`src/rtl/pipe_pkg.sv`:
```
`default_nettype none
// ============================================================================
// Module      : pipe_pkg
// Description : Shared encodings for the RV32I pipeline. Holds the EX ALU
//               control constants, the operand-select constants, the opcodes
//               and the immediate-format enum. It also provides the packed
//               ID/EX record and a funct3-to-ALU helper.
// Revision    : 1.0  initial release
// ============================================================================
package pipe_pkg;

  // ALUctr encodings seen by the EX stage
  localparam logic [3:0] ALU_ADD  = 4'b0000;
  localparam logic [3:0] ALU_SUB  = 4'b1000;
  localparam logic [3:0] ALU_OR   = 4'b0110;
  localparam logic [3:0] ALU_SLT  = 4'b0010;
  localparam logic [3:0] ALU_SLTU = 4'b0011;

  // ALU operand selects
  localparam logic       ASRC_BUSA = 1'b0;
  localparam logic       ASRC_PC   = 1'b1;
  localparam logic [1:0] BSRC_REG  = 2'b00;
  localparam logic [1:0] BSRC_FOUR = 2'b01;
  localparam logic [1:0] BSRC_IMM  = 2'b10;

  // Major opcodes of the supported subset
  localparam logic [6:0] OP_R      = 7'b0110011;
  localparam logic [6:0] OP_IMM    = 7'b0010011;
  localparam logic [6:0] OP_LOAD   = 7'b0000011;
  localparam logic [6:0] OP_STORE  = 7'b0100011;
  localparam logic [6:0] OP_BRANCH = 7'b1100011;
  localparam logic [6:0] OP_JAL    = 7'b1101111;
  localparam logic [6:0] OP_JALR   = 7'b1100111;
  localparam logic [6:0] OP_LUI    = 7'b0110111;
  localparam logic [6:0] OP_AUIPC  = 7'b0010111;

  typedef enum logic [2:0] {
    IMM_NONE = 3'd0,
    IMM_I    = 3'd1,
    IMM_S    = 3'd2,
    IMM_B    = 3'd3,
    IMM_U    = 3'd4,
    IMM_J    = 3'd5
  } imm_fmt_e;

  // Contents of the ID/EX register; all-zero is a bubble.
  typedef struct packed {
    logic        valid;
    logic [31:0] pc;
    logic [3:0]  alu_ctr;
    logic        alu_asrc;
    logic [1:0]  alu_bsrc;
    logic [31:0] bus_a;
    logic [31:0] bus_b;
    logic [31:0] imm;
    logic [4:0]  rd;
    logic        reg_wr;
    logic        mem_wr;
    logic        mem_to_reg;
    logic        branch;
    logic        jump;
    logic        illegal;
  } id_ex_t;

  // Shared by R-type and I-ALU: {supported, ALUctr} for a funct3 value.
  function automatic logic [4:0] alu_sel(input logic [2:0] funct3);
    case (funct3)
      3'b000:  alu_sel = {1'b1, ALU_ADD};
      3'b110:  alu_sel = {1'b1, ALU_OR};
      3'b010:  alu_sel = {1'b1, ALU_SLT};
      3'b011:  alu_sel = {1'b1, ALU_SLTU};
      default: alu_sel = {1'b0, ALU_ADD};
    endcase
  endfunction

endpackage
`default_nettype wire

```
`src/rtl/id_imm_gen.sv`:
```
`default_nettype none
// ============================================================================
// Module      : id_imm_gen
// Description : Combinational immediate generator. Every format is
//               sign-extended from instr[31]; IMM_NONE yields zero.
// Ports       : instr  in  instruction bits [31:7] (opcode not needed)
//               fmt    in  immediate format
//               imm    out 32-bit immediate
// Revision    : 1.0  initial release
// ============================================================================
module id_imm_gen
  import pipe_pkg::*;
(
  input  logic [31:7] instr,
  input  imm_fmt_e    fmt,
  output logic [31:0] imm
);

  always_comb begin
    imm = '0;
    case (fmt)
      IMM_I:   imm = {{20{instr[31]}}, instr[31:20]};
      IMM_S:   imm = {{20{instr[31]}}, instr[31:25], instr[11:7]};
      IMM_B:   imm = {{19{instr[31]}}, instr[31], instr[7], instr[30:25], instr[11:8], 1'b0};
      IMM_U:   imm = {instr[31:12], 12'b0};
      IMM_J:   imm = {{11{instr[31]}}, instr[31], instr[19:12], instr[20], instr[30:21], 1'b0};
      default: imm = '0;
    endcase
  end

endmodule
`default_nettype wire

```
`src/rtl/id_ex_decode_reg.sv`:
```
`default_nettype none
// ============================================================================
// Module      : id_ex_decode_reg
// Description : RV32I decode stage plus ID/EX pipeline register. Decodes the
//               IF/ID instruction into EX ALU controls and MEM/WB controls,
//               detects load-use hazards and applies flush/stall.
// Ports       : clk, rst (sync, active high)
//               id_valid/id_pc/id_instr/id_busA/id_busB  IF/ID inputs
//               stall (hold), flush (kill)
//               rs1_idx, rs2_idx, load_use_stall         combinational
//               ex_*                                     registered EX fields
// Revision    : 1.0  initial release
// ============================================================================
module id_ex_decode_reg
  import pipe_pkg::*;
#(
  parameter int XLEN           = 32,   // only 32 is supported
  parameter bit ILLEGAL_AS_NOP = 1'b1
) (
  input  logic            clk,
  input  logic            rst,
  input  logic            id_valid,
  input  logic [XLEN-1:0] id_pc,
  input  logic [31:0]     id_instr,
  input  logic [XLEN-1:0] id_busA,
  input  logic [XLEN-1:0] id_busB,
  input  logic            stall,
  input  logic            flush,
  output logic [4:0]      rs1_idx,
  output logic [4:0]      rs2_idx,
  output logic            load_use_stall,
  output logic            ex_valid,
  output logic [XLEN-1:0] ex_pc,
  output logic [3:0]      ex_ALUctr,
  output logic            ex_ALUASrc,
  output logic [1:0]      ex_ALUBSrc,
  output logic [XLEN-1:0] ex_busA,
  output logic [XLEN-1:0] ex_busB,
  output logic [XLEN-1:0] ex_imm,
  output logic [4:0]      ex_rd,
  output logic            ex_RegWr,
  output logic            ex_MemWr,
  output logic            ex_MemtoReg,
  output logic            ex_Branch,
  output logic            ex_Jump,
  output logic            ex_illegal
);

  logic [6:0]  opcode;
  logic [2:0]  funct3;
  logic [6:0]  funct7;
  logic [4:0]  rd, rs1, rs2;
  logic [4:0]  f3_sel;

  assign opcode = id_instr[6:0];
  assign rd     = id_instr[11:7];
  assign funct3 = id_instr[14:12];
  assign rs1    = id_instr[19:15];
  assign rs2    = id_instr[24:20];
  assign funct7 = id_instr[31:25];
  assign f3_sel = alu_sel(funct3);

  logic       dec_legal, dec_lui, dec_use_rs1, dec_use_rs2;
  logic [3:0] dec_ctr;
  logic       dec_asrc;
  logic [1:0] dec_bsrc;
  logic       dec_regwr, dec_memwr, dec_memtoreg, dec_branch, dec_jump;
  imm_fmt_e   dec_fmt;
  logic [31:0] dec_imm;

  always_comb begin
    dec_legal    = 1'b0;
    dec_lui      = 1'b0;
    dec_use_rs1  = 1'b0;
    dec_use_rs2  = 1'b0;
    dec_ctr      = ALU_ADD;
    dec_asrc     = ASRC_BUSA;
    dec_bsrc     = BSRC_REG;
    dec_regwr    = 1'b0;
    dec_memwr    = 1'b0;
    dec_memtoreg = 1'b0;
    dec_branch   = 1'b0;
    dec_jump     = 1'b0;
    dec_fmt      = IMM_NONE;
    case (opcode)
      OP_R: begin
        dec_use_rs1 = 1'b1;
        dec_use_rs2 = 1'b1;
        dec_regwr   = 1'b1;
        if (funct7 == 7'b0000000) begin
          dec_legal = f3_sel[4];
          dec_ctr   = f3_sel[3:0];
        end else if (funct7 == 7'b0100000 && funct3 == 3'b000) begin
          dec_legal = 1'b1;
          dec_ctr   = ALU_SUB;
        end
      end
      OP_IMM: begin
        dec_legal   = f3_sel[4];
        dec_ctr     = f3_sel[3:0];
        dec_use_rs1 = 1'b1;
        dec_regwr   = 1'b1;
        dec_bsrc    = BSRC_IMM;
        dec_fmt     = IMM_I;
      end
      OP_LOAD: begin
        dec_legal    = (funct3 == 3'b010);
        dec_use_rs1  = 1'b1;
        dec_regwr    = 1'b1;
        dec_memtoreg = 1'b1;
        dec_bsrc     = BSRC_IMM;
        dec_fmt      = IMM_I;
      end
      OP_STORE: begin
        dec_legal   = (funct3 == 3'b010);
        dec_use_rs1 = 1'b1;
        dec_use_rs2 = 1'b1;
        dec_memwr   = 1'b1;
        dec_bsrc    = BSRC_IMM;
        dec_fmt     = IMM_S;
      end
      OP_BRANCH: begin
        dec_legal   = (funct3 == 3'b000);
        dec_use_rs1 = 1'b1;
        dec_use_rs2 = 1'b1;
        dec_ctr     = ALU_SUB;
        dec_branch  = 1'b1;
        dec_fmt     = IMM_B;
      end
      OP_JAL: begin
        dec_legal = 1'b1;
        dec_asrc  = ASRC_PC;
        dec_bsrc  = BSRC_FOUR;
        dec_jump  = 1'b1;
        dec_regwr = 1'b1;
        dec_fmt   = IMM_J;
      end
      OP_JALR: begin
        // ALU produces the link value PC+4; the target busA+imm is formed in EX.
        dec_legal   = (funct3 == 3'b000);
        dec_use_rs1 = 1'b1;
        dec_asrc    = ASRC_PC;
        dec_bsrc    = BSRC_FOUR;
        dec_jump    = 1'b1;
        dec_regwr   = 1'b1;
        dec_fmt     = IMM_I;
      end
      OP_LUI: begin
        // Computed as 0 + imm, so busA is forced to zero.
        dec_legal = 1'b1;
        dec_lui   = 1'b1;
        dec_bsrc  = BSRC_IMM;
        dec_regwr = 1'b1;
        dec_fmt   = IMM_U;
      end
      OP_AUIPC: begin
        dec_legal = 1'b1;
        dec_asrc  = ASRC_PC;
        dec_bsrc  = BSRC_IMM;
        dec_regwr = 1'b1;
        dec_fmt   = IMM_U;
      end
      default: dec_legal = 1'b0;
    endcase
  end

  id_imm_gen u_imm_gen (
    .instr (id_instr[31:7]),
    .fmt   (dec_fmt),
    .imm   (dec_imm)
  );

  id_ex_t ex_state;
  id_ex_t ex_next;

  assign rs1_idx = dec_lui ? 5'd0 : rs1;
  assign rs2_idx = rs2;

  // Depends only on the current ID/EX contents and the IF/ID instruction.
  assign load_use_stall = ex_state.valid && ex_state.mem_to_reg && (ex_state.rd != 5'd0) &&
                          id_valid && dec_legal &&
                          ((dec_use_rs1 && (ex_state.rd == rs1)) ||
                           (dec_use_rs2 && (ex_state.rd == rs2)));

  always_comb begin
    ex_next = '0;
    if (id_valid && dec_legal) begin
      ex_next.valid      = 1'b1;
      ex_next.pc         = id_pc;
      ex_next.alu_ctr    = dec_ctr;
      ex_next.alu_asrc   = dec_asrc;
      ex_next.alu_bsrc   = dec_bsrc;
      ex_next.bus_a      = dec_lui ? '0 : id_busA;
      ex_next.bus_b      = id_busB;
      ex_next.imm        = dec_imm;
      ex_next.reg_wr     = dec_regwr && (rd != 5'd0);
      ex_next.rd         = (dec_regwr && (rd != 5'd0)) ? rd : 5'd0;
      ex_next.mem_wr     = dec_memwr;
      ex_next.mem_to_reg = dec_memtoreg;
      ex_next.branch     = dec_branch;
      ex_next.jump       = dec_jump;
    end else if (id_valid && ILLEGAL_AS_NOP) begin
      // Bubble that remembers where the bad instruction came from.
      ex_next.illegal = 1'b1;
      ex_next.pc      = id_pc;
    end
  end

  always_ff @(posedge clk) begin
    if (rst) begin
      ex_state <= '0;
    end else if (flush) begin
      ex_state <= '0;
    end else if (load_use_stall) begin
      ex_state <= '0;
    end else if (!stall) begin
      ex_state <= ex_next;
    end
  end

  assign ex_valid    = ex_state.valid;
  assign ex_pc       = ex_state.pc;
  assign ex_ALUctr   = ex_state.alu_ctr;
  assign ex_ALUASrc  = ex_state.alu_asrc;
  assign ex_ALUBSrc  = ex_state.alu_bsrc;
  assign ex_busA     = ex_state.bus_a;
  assign ex_busB     = ex_state.bus_b;
  assign ex_imm      = ex_state.imm;
  assign ex_rd       = ex_state.rd;
  assign ex_RegWr    = ex_state.reg_wr;
  assign ex_MemWr    = ex_state.mem_wr;
  assign ex_MemtoReg = ex_state.mem_to_reg;
  assign ex_Branch   = ex_state.branch;
  assign ex_Jump     = ex_state.jump;
  assign ex_illegal  = ex_state.illegal;

endmodule
`default_nettype wire

```
`config.mk`:
```
export PLATFORM = sky130hd
export DESIGN_NAME = id_ex_decode_reg
export DESIGN_NICKNAME = d
export VERILOG_FILES = /design/src/rtl/pipe_pkg.sv /design/src/rtl/id_imm_gen.sv /design/src/rtl/id_ex_decode_reg.sv
export SDC_FILE = /design/constraint.sdc
export NUM_CORES = 1
export LEC_CHECK = 0
export ABC_AREA = 1
export CAP_MARGIN = 20
export CORE_AREA = 4 4 159 161
export DETAILED_ROUTE_END_ITERATION = 6
export DIE_AREA = 0 0 163 165
export HOLD_SLACK_MARGIN = 0.08
export PLACE_DENSITY = 0.58
export RECOVER_POWER = 100
export SETUP_SLACK_MARGIN = 0.5
export SYNTH_ARGS = -nofsm -noshare
export SYNTH_HDL_FRONTEND = slang
export SYNTH_SLANG_ARGS = --single-unit
```
`constraint.sdc`:
```
create_clock -name clk -period 5.45 [get_ports clk]
set_clock_uncertainty 0.1 [all_clocks]
set_input_delay 1.3625 -clock clk [delete_from_list [all_inputs] [get_ports clk]]
set_output_delay 1.3625 -clock clk [all_outputs]
set_load 0.1 [all_outputs]
```
==> metrics.md <==
| Metric | Value |
|---|---|
| Outcome | `finished, final reports clean` |
| Worst-path cell chain | `dlygate4sd3_1, inv_1, nand2_1, nor2_1, nand2_4, nor2_1, nor2_1, clkbuf_2` |
| Number of flops mapped to enable cells by yosys | `0` |
| Number of buffers created by CTS | `17` |
| Mapped Avg Cell Area | `7.49 um^2` |
| Area post-placement | `0.0101 mm^2` |
| CTS sink cnt | `146` |
| Netlist cell types | `28` |
| Worst-case clock buffer depth | `2` |
| Worst Path Required | `3.99 ns` |
| DP HPWL | `17.5 mm` |
| Clock root buffer | `clkbuf_16` |
| CP peak stage delay | `0.66 ns` |
| Most Frequent Cell on Critical Path | `nor2_1` |
| Netlist Area Pre-Place | `0.00704 mm^2` |
| Most frequent cells in the layout | `nand2_1 (218), dlygate4sd3_1 (149), dfxtp_1 (146), clkdlybuf4s50_1 (129), nor2_1 (112)` |
| Largest net degree at the start of global routing | `122` |
| Unrepaired setup endpoints after global routing | `false` |
| DRT Wirelength | `25.7 mm` |
| Worst Hold Class | `reg -> reg` |
| Via density | `4.74` |
| Setup TNS | `0 ns` |
| Hold Vio Cnt, Final | `0` |
| DRC violations left | `0` |
| CP delay by family, top | `buffers and inverters` |
| Core Area | `0.0240 mm^2` |
| Max Cap Viol | `0` |
| Pleak | `4.36 nW` |
| Slew HR | `0.0837` |
| R2r startpoint | `ex_rd[3]` |
| Fill cell count | `2508` |
| Die area | `0.0269 mm^2` |
| Clock transition at the registers of the reported paths | `0.06 ns` |
| Std cell rows | `57` |
| Worst Setup SP | `id_instr[6]` |
| Starting density of the core | `0.294` |
| Final Cell Area | `0.0106 mm^2` |
| Most common cell after layout, fill and taps aside | `nand2_1` |
| I/O pin cnt | `291` |
| Top-area cell type share of the netlist area | `0.415` |
| CTS H-tree depth | `4` |
| Number of global-route vias before repair | `6734` |
| Power density over the cells | `249 mW/mm^2` |
| Critical path's slowest cell | `dlygate4sd3_1` |
| Area contributors post-synth | `dfxtp_1 (41%), a21oi_2 (13%), nand2_1 (12%), nand3_1 (7.0%), nor2_1 (5.9%)` |
| Worst slew pin tran | `1.37 ns` |
| Die extent in y | `165 um` |
| Congestion Overflow GR | `0` |
| Cells after Synth | `941` |
| Post-CTS resize count | `0` |
| Final ANT Viol Nets | `0` |
| Drt first pass iters | `4` |
| Port bufs | `290` |
| Antenna Cells | `0` |
| Wire per inst | `16.9 um` |
| Sequential cell area fraction in the yosys report | `0.415` |
| Async S/R FF share, synth | `0` |
| Layout area overhead | `49.8%` |
| Final worst-path cycle share | `0.917` |
| Die width | `163 um` |
| Total power | `2.62 mW` |
| Post-synth top area cell | `dfxtp_1` |
| Synthesized Nets | `1074` |
| Final setup vio count | `0` |
| Fin util | `0.440` |
| CTS tree | `built` |
| Clk_lat worst skew | `0.42 ns` |
| GP Congestion | `0.867` |
| Max VDD drop | `0.188 mV` |
| # hold bufs at CTS | `0` |
| Crit. End Element | `primary output` |
| Total GRT Usage | `0.183` |
| Share of cells above drive strength 1 | `0.122` |
| Seq cells post-synth | `146` |
| CP Buf/Inv Count | `3` |
| Via count | `7194` |
| Kind of critical path | `in -> out` |
| Worst slack, placed | `0.775 ns` |
| Nets | `1314` |
| Max-slew violations | `0` |
| CP max FO | `7` |
| Synth Flop Type | `dfxtp_1` |
| WP data arrival | `3.53 ns` |
| Synth warn | `0` |
| Initial antenna violation count | `0` |
| # Post-CTS Setup Buffers | `0` |
| First-pass GRT wire length | `39.1 mm` |
| Tmin final | `5.00 ns` |
| Fmax | `200 MHz` |
| Final WS setup | `0.453 ns` |
| Startpoint types | `input pin` |
| Worst Hold Launch | `ex_busA[3]` |
| DR iter-0 viols | `533` |
==> worst register-to-register path, stage by stage, from the launching register on <==
cell and delay (ns):
dfxtp_1 0.43, inv_1 0.08, nand2_1 0.06, nand2_1 0.05, nor3_1 0.26, nand3_1 0.11, nand2_1 0.10, nand3_1 0.25
nand2_8 0.52, buf_12 0.37, a21oi_1 0.10
==> final cells by class <==
class                   count  area, um^2  share of cell area
clock buffers              18         429              0.0407
well taps                 324         405              0.0384
multi-input cells         649        3370               0.320
flip-flops and latches    146        2920               0.277
repair buffers            298        2990               0.284
clock inverters            14         168              0.0159
inverters                  69         260              0.0247
==> through the flow <==
step                      instances  hold slack (ns)
after detailed placement       1486            0.346
after floorplan                 941            0.781
after CTS                      1518            0.358
after global routing           1518            0.378
final                          1518            0.354
after global placement         1486            0.340
==> registers in the layout, summed over array words and instances, names as in the netlist, 4 cells and up <==
| signal | flops |
|---|---|
| ex_ALUctr | 4 |
| ex_busA | 32 |
| ex_busB | 32 |
| ex_imm | 32 |
| ex_pc | 32 |
| ex_rd | 5 |
==> routing by layer <==
layer / up-vias / routed length, um / part of all wire / track usage
met1: 3317 / 11800 / 0.46 / 0.253
met2: 265 / 11400 / 0.44 / 0.273
met3: 29 / 2040 / 0.079 / 0.0562
met4: 0 / 486 / 0.019 / 0.0564
met5: - / 0 / 0 / 0
li1: 3583 / - / - / -
==> cells by family (layout without fill, tap and decap cells) <==
group | count (synthesis) | count (layout) | synth area share
xor gates and xnor gates | 4 | 4 | 0.00497
AOI/OAI and AO/OA | 162 | 162 | 0.185
buffers and inverters | 146 | 399 | 0.0982
and+or+nand+nor | 483 | 483 | 0.297
DFF | 146 | 146 | 0.415
==> power breakdown <==
| group | leakage, nW | switching [mW] | internal [mW] |
|---|---|---|---|
| Combinational | 2.90 | 0.207 | 0.125 |
| Sequential | 1.18 | 0.00266 | 1.07 |
| Clock | 0.280 | 0.525 | 0.690 |
==> synth_stat cells (3+ instances only) <==
master and count:
a21oi_1 18, a21oi_2 107, a22oi_1 34, buf_1 4
buf_2 15, buf_4 7, buf_6 13, clkbuf_1 37
dfxtp_1 146, inv_1 65, inv_2 3, nand2_1 218
nand2_2 3, nand3_1 99, nand3b_1 3, nand4_1 34
nor2_1 111, nor2_2 3, nor3_1 6, xor2_1 4
==> final timing paths <==
kind | endpoint | slack [ns] | cells after the start
max reg2reg | ex_busB[30] | 2.88 | 10
max | rs1_idx[3] | 0.45 | 8
min reg2reg | ex_busA[3] | 0.35 | 2
min | ex_busA[3] | 0.35 | 2
Power figures use the tool's default switching activity.
